$ cat src/rtl/mips_pkg.sv
// Shared types for the MIPS MEM stage: FSM encoding, datapath widths and the
// EX/MEM register layout.
package mips_pkg;

  localparam int WORD_W    = 32;
  localparam int REG_IDX_W = 5;

  typedef enum logic {
    IDLE   = 1'b0,
    ACCESS = 1'b1
  } mem_state_e;

  typedef struct packed {
    logic                 valid;
    logic [WORD_W-1:0]    alu_result;
    logic [WORD_W-1:0]    store_data;
    logic [REG_IDX_W-1:0] write_reg;
    logic                 mem_read;
    logic                 mem_write;
    logic                 reg_write;
    logic                 mem_to_reg;
    logic                 branch;
    logic [WORD_W-1:0]    branch_target;
  } ex_mem_t;

  localparam int EX_MEM_W = $bits(ex_mem_t);

  function automatic logic is_misaligned(input logic [WORD_W-1:0] addr);
    return addr[1:0] != 2'b00;
  endfunction

endpackage

$ cat src/rtl/ex_mem_reg.sv
// EX/MEM pipeline register: loads on enable, turns a flushed capture into a
// bubble, and can drop the held instruction when an access is abandoned.
module ex_mem_reg
  import mips_pkg::*;
(
  input  logic                clk,
  input  logic                reset,
  input  logic                en,
  input  logic                flush,
  input  logic                clear,
  input  logic [EX_MEM_W-1:0] d,
  output logic [EX_MEM_W-1:0] q
);

  ex_mem_t d_s;
  ex_mem_t q_s;

  assign d_s = ex_mem_t'(d);
  assign q   = q_s;

  always_ff @(posedge clk) begin
    if (reset) begin
      q_s <= '0;
    end else if (en) begin
      q_s       <= d_s;
      q_s.valid <= d_s.valid && !flush;
    end else if (clear) begin
      q_s.valid <= 1'b0;
    end
  end

endmodule

$ cat src/rtl/mem_access_stage.sv
// MIPS MEM stage: EX/MEM register, data-memory req/ack sequencing with
// upstream stall, MEM/WB register and branch redirect.
//
//   state  | meaning
//   IDLE   | no access outstanding; EX/MEM instruction retires next edge
//   ACCESS | dmem_req held, waiting for dmem_ack (or timeout)
module mem_access_stage
  import mips_pkg::*;
#(
  parameter bit          ALIGN_CHECK = 1'b1,
  parameter int unsigned WAIT_LIMIT  = 0
) (
  input  logic        clk,
  input  logic        reset,
  input  logic        ex_valid,
  input  logic [31:0] ex_alu_result,
  input  logic [31:0] ex_store_data,
  input  logic [4:0]  ex_write_reg,
  input  logic        ex_mem_read,
  input  logic        ex_mem_write,
  input  logic        ex_reg_write,
  input  logic        ex_mem_to_reg,
  input  logic        ex_branch,
  input  logic [31:0] ex_branch_target,
  input  logic        flush,
  output logic        stall,
  output logic        dmem_req,
  output logic        dmem_we,
  output logic [31:0] dmem_addr,
  output logic [31:0] dmem_wdata,
  input  logic [31:0] dmem_rdata,
  input  logic        dmem_ack,
  output logic        pc_src,
  output logic [31:0] pc_branch_target,
  output logic        wb_valid,
  output logic        wb_reg_write,
  output logic [4:0]  wb_write_reg,
  output logic [31:0] wb_data,
  output logic        wb_fault
);

  localparam int TMR_W = (WAIT_LIMIT > 1) ? $clog2(WAIT_LIMIT + 1) : 1;

  mem_state_e          state;
  logic [TMR_W-1:0]    wait_tmr;
  ex_mem_t             ex_d;
  ex_mem_t             exm;
  logic [EX_MEM_W-1:0] exm_bits;
  logic                issue;
  logic                exm_misaligned;
  logic                timeout_hit;
  logic                exm_clear;

  always_comb begin
    ex_d               = '0;
    ex_d.valid         = ex_valid;
    ex_d.alu_result    = ex_alu_result;
    ex_d.store_data    = ex_store_data;
    ex_d.write_reg     = ex_write_reg;
    ex_d.mem_read      = ex_mem_read;
    ex_d.mem_write     = ex_mem_write;
    ex_d.reg_write     = ex_reg_write;
    ex_d.mem_to_reg    = ex_mem_to_reg;
    ex_d.branch        = ex_branch;
    ex_d.branch_target = ex_branch_target;
  end

  ex_mem_reg u_ex_mem_reg (
    .clk   (clk),
    .reset (reset),
    .en    (!stall),
    .flush (flush),
    .clear (exm_clear),
    .d     (ex_d),
    .q     (exm_bits)
  );

  assign exm = ex_mem_t'(exm_bits);

  assign stall            = (state == ACCESS) && !dmem_ack;
  assign pc_src           = exm.valid && exm.branch;
  assign pc_branch_target = exm.branch_target;

  // EX/MEM holds the issued instruction for the whole access, so the request
  // fields are taken straight from it and stay stable until the ack edge.
  assign dmem_we    = exm.mem_write;
  assign dmem_addr  = exm.alu_result;
  assign dmem_wdata = exm.store_data;

  always_comb begin
    issue = !stall && ex_valid && !flush && (ex_mem_read || ex_mem_write) &&
            !(ALIGN_CHECK && is_misaligned(ex_alu_result));
    exm_misaligned = ALIGN_CHECK && (exm.mem_read || exm.mem_write) &&
                     is_misaligned(exm.alu_result);
    timeout_hit = (WAIT_LIMIT > 0) && (wait_tmr == TMR_W'(1));
    exm_clear   = (state == ACCESS) && !dmem_ack && timeout_hit;
  end

  always_ff @(posedge clk) begin
    if (reset) begin
      state        <= IDLE;
      wait_tmr     <= '0;
      dmem_req     <= 1'b0;
      wb_valid     <= 1'b0;
      wb_reg_write <= 1'b0;
      wb_write_reg <= '0;
      wb_data      <= '0;
      wb_fault     <= 1'b0;
    end else begin
      wb_valid     <= 1'b0;
      wb_reg_write <= 1'b0;
      wb_fault     <= 1'b0;
      case (state)
        IDLE: begin
          wb_valid     <= exm.valid;
          wb_reg_write <= exm.valid && exm.reg_write && !exm_misaligned;
          wb_write_reg <= exm.write_reg;
          wb_data      <= exm.alu_result;
          wb_fault     <= exm.valid && exm_misaligned;
        end
        ACCESS: begin
          if (dmem_ack) begin
            state        <= IDLE;
            dmem_req     <= 1'b0;
            wb_valid     <= exm.valid;
            wb_reg_write <= exm.valid && exm.reg_write;
            wb_write_reg <= exm.write_reg;
            wb_data      <= exm.mem_to_reg ? dmem_rdata : exm.alu_result;
          end else if (timeout_hit) begin
            state        <= IDLE;
            dmem_req     <= 1'b0;
            wb_valid     <= exm.valid;
            wb_write_reg <= exm.write_reg;
            wb_data      <= exm.alu_result;
            wb_fault     <= 1'b1;
          end else begin
            wait_tmr <= wait_tmr - TMR_W'(1);
          end
        end
        default: state <= IDLE;
      endcase
      if (issue) begin
        state    <= ACCESS;
        dmem_req <= 1'b1;
        wait_tmr <= TMR_W'(WAIT_LIMIT);
      end
    end
  end

endmodule

$ cat config.mk
export PLATFORM = sky130hd
export DESIGN_NAME = mem_access_stage
export DESIGN_NICKNAME = d
export VERILOG_FILES = /design/src/rtl/mips_pkg.sv /design/src/rtl/ex_mem_reg.sv /design/src/rtl/mem_access_stage.sv
export SDC_FILE = /design/constraint.sdc
export NUM_CORES = 1
export LEC_CHECK = 0
export CAP_MARGIN = 30
export CORE_UTILIZATION = 40
export CTS_CLUSTER_SIZE = 40
export DETAILED_ROUTE_END_ITERATION = 7
export PLACE_DENSITY_LB_ADDON = 0.12
export SYNTH_ARGS = -nofsm -noshare
export SYNTH_HDL_FRONTEND = slang
export SYNTH_HIERARCHICAL = 1
export SYNTH_SLANG_ARGS = --single-unit
$ cat constraint.sdc
create_clock -name clk -period 2.38 [get_ports clk]
set_input_delay 0.714 -clock clk [delete_from_list [all_inputs] [get_ports clk]]
set_output_delay 0.714 -clock clk [all_outputs]
set_load 0.005 [all_outputs]
==> run summary <==
Result of the run = completed
Clock tree from TritonCTS = done
Reg clk slew, reported paths = 0.06 ns
CTS HTree Levels = 4
Maximum number of pins on one net before global-route repair = 74
Kind of critical path = input port to primary output
Most repeated cell in the gate-level netlist after synthesis = dfxtp_1
Num rows = 43
Vias per Instance = 4.90
Count of routing violations after the opening detailed-route iteration = 271
Clock sinks = 149
Core footprint = 14000 um^2
Critical Path Start Type = input port
Worst clock skew on the final layout = 0.00667 ns
Most frequent cells after synthesis = dfxtp_1, nor2_1, mux2i_1
Vias in the first global route = 4999
All-layer global routing usage = 0.218
Number of instances in the synthesized netlist = 571
Worst reg2reg path depth = 4
Nets = 978
Post-Layout Cell Count = 1028
RSZ-0062 raised after global routing = false
Total detailed-routing wirelength = 16.4 mm
Required time of the critical path = 1.67 ns
Vertical extent of the die = 123 um
Start point of the critical path = dmem_ack
Maxcap violations = 0
HP Class = flip-flop to flip-flop
Critical Path AT = 1.58 ns
Count of inserted antenna diode cells = 0
Time the final worst path needs with I/O delays and setup = 2.30 ns
Layout area overhead = 59.8%
Grt total ovfl = 0
Main flop type after synthesis = dfxtp_1
Reported leakage power = 4.31 nW
Routed length per placed instance = 15.9 um
Number of vias after detailed routing = 5034
DRT antenna net count = 0
Ports = 283
Number of iterations in the first detailed-routing pass = 6
Final Wtd Congestion = 0.725
Peak ir drop on the vdd network = 0.000460 V
Endpoint of the worst setup timing path = stall
Post-synth top area cell = dfxtp_1
Proportion of synthesized chip area in sequential cells = 0.512
Residual DRC count = 0
Cell variety after synth = 27
Flip-flop and latch count after synthesis = 149
Max FFs per register = 107
Count of final setup violators = 0
Layout cells sized above 1 = 0.0920
Fraction of the cycle the final worst path needs = 0.965
Number of nets produced by synthesis = 714
Reg-to-reg critical path startpoint = state
Total count of max-transition violations in the final report = 0
Global-route wire length before repair = 25.0 mm
Cell count of the worst hold path = 2
Sum of negative setup slack = 0 ns
Clk_lat worst skew = 0.42 ns
Maximum clock insertion buffer count = 2
Critical Path, Cell by Cell = clkdlybuf4s50_1 -> nand2b_4 -> inv_2 -> clkdlybuf4s15_1
Biggest cell delay along the critical path = 0.48 ns
Root Buffer = clkbuf_16
Slew Limit Headroom = 0.555
Antenna violations before repair = 0
Average cell area after synthesis = 10.2 um^2
Top post-synthesis cells by area = dfxtp_1, mux2i_1, nor2_1
Post-CTS setup buffer count = 0
Post-synthesis instance area = 5830 um^2
Hold Buf Count CTS = 0
Post-synth ARST share = 0
Initial Util = 0.415
Cell at the slowest stage of the critical path = clkdlybuf4s50_1
Maximum fanout count along the critical path = 2
Area of the die = 15100 um^2
Count of final hold-check violations = 0
Proportion of netlist area held by the largest area contributor = 0.512
Cell Pwr Density = 672 nW/um^2
Number of synthesized flops with an enable pin = 0
Fmax = 0.435 GHz
Worst reg-to-reg setup slack = 0.59 ns
Warnings, synthesis = 6
Worst Max-Slew Pin Slew = 0.665 ns
FF-to-FF End = wb_data[24]
Setup crit end kind = primary output
Total CTS buffers = 17
Die Wd = 123 um
Quantity of I/O buffers inserted on ports = 282
Post-layout util = 0.663
Number of instances in the placed design = 996
Post-DP HPWL = 11.5 mm
-- worst max-delay path, delay by kind of cell --
family                 cells  cell delay (ns)
and+or+nand+nor            1             0.13
buffers and inverters      3             0.74
-- per-layer routing --
metal | track usage | up-vias | share of wire
met1 | 0.241 | 2343 | 0.38
li1 | - | 2477 | -
met4 | 0.107 | 0 | 0.029
met2 | 0.371 | 178 | 0.51
met3 | 0.0748 | 36 | 0.078
met5 | 0 | - | 0
-- placed cells by master, fill, tap and decap left out, types with 6 or more instances in the layout --
master,Yosys,routed
clkbuf_16,0,17
nand3_1,32,32
mux2i_1,106,106
nand2_1,43,43
clkdlybuf4s50_1,0,280
nor2_1,140,140
a311oi_2,31,31
dfxtp_1,149,149
a21oi_1,7,7
buf_4,12,6
-- timing repair --
item | in CTS | in global routing
hold endpoints to repair | 0 | 0
resized for setup | 1 | 1
endpoints found under the setup margin | 1 | 1
-- power by group --
| part | switching, W | total [W] | internal, W |
|---|---|---|---|
| clock | 0.00100 | 0.00278 | 0.00178 |
| combinational | 0.000258 | 0.000773 | 0.000515 |
| sequential | 0.0000761 | 0.00271 | 0.00263 |
| total | 0.00134 | 0.00626 | 0.00492 |
-- cells by family after synthesis --
group,share of synthesized area
flops,0.512
other cells,0.000643
buf+inv,0.0565
simple gates,0.158
mux,0.182
compound gates,0.0917
-- how the worst min path moves through the flow --
| stage | startpoint | to | slack [ns] |
|---|---|---|---|
| 4_1_cts | u_ex_mem_reg/q[38] | wb_write_reg[1] | 0.46 |
| 6_report | u_ex_mem_reg/q[38] | wb_write_reg[1] | 0.45 |
| 2_1_floorplan | u_ex_mem_reg/q[37] | wb_write_reg[0] | 0.44 |
| 5_1_grt | wb_write_reg[4] | wb_write_reg[4] | 0.47 |
| 3_5_place_dp | u_ex_mem_reg/q[38] | wb_write_reg[1] | 0.45 |
| 3_3_place_gp | wb_write_reg[0] | wb_write_reg[0] | 0.44 |
-- final cells by class --
| type | count | area (um^2) |
|---|---|---|
| Fill cell | 1092 | 4730 |
| Sequential cell | 149 | 2980 |
| Timing Repair Buffer | 292 | 2960 |
| Multi-Input combinational cell | 374 | 2520 |
| Clock buffer | 23 | 498 |
| Tap cell | 180 | 225 |
| Clock inverter | 9 | 123 |
| Inverter | 1 | 3.75 |
-- through the flow --
stage,hold slack [ns],instance area (um^2),total power [W],setup WS [ns]
2_1_floorplan,0.436,5830,0.00299,0.432
3_3_place_gp,0.438,8690,0.00351,-0.182
3_5_place_dp,0.447,8690,0.00354,-0.193
4_1_cts,0.457,9310,0.00633,0.0251
5_1_grt,0.466,9310,0.00650,0.0459
6_report,0.455,9310,0.00626,0.0822
No activity file was read; power rests on OpenSTA's default activity.
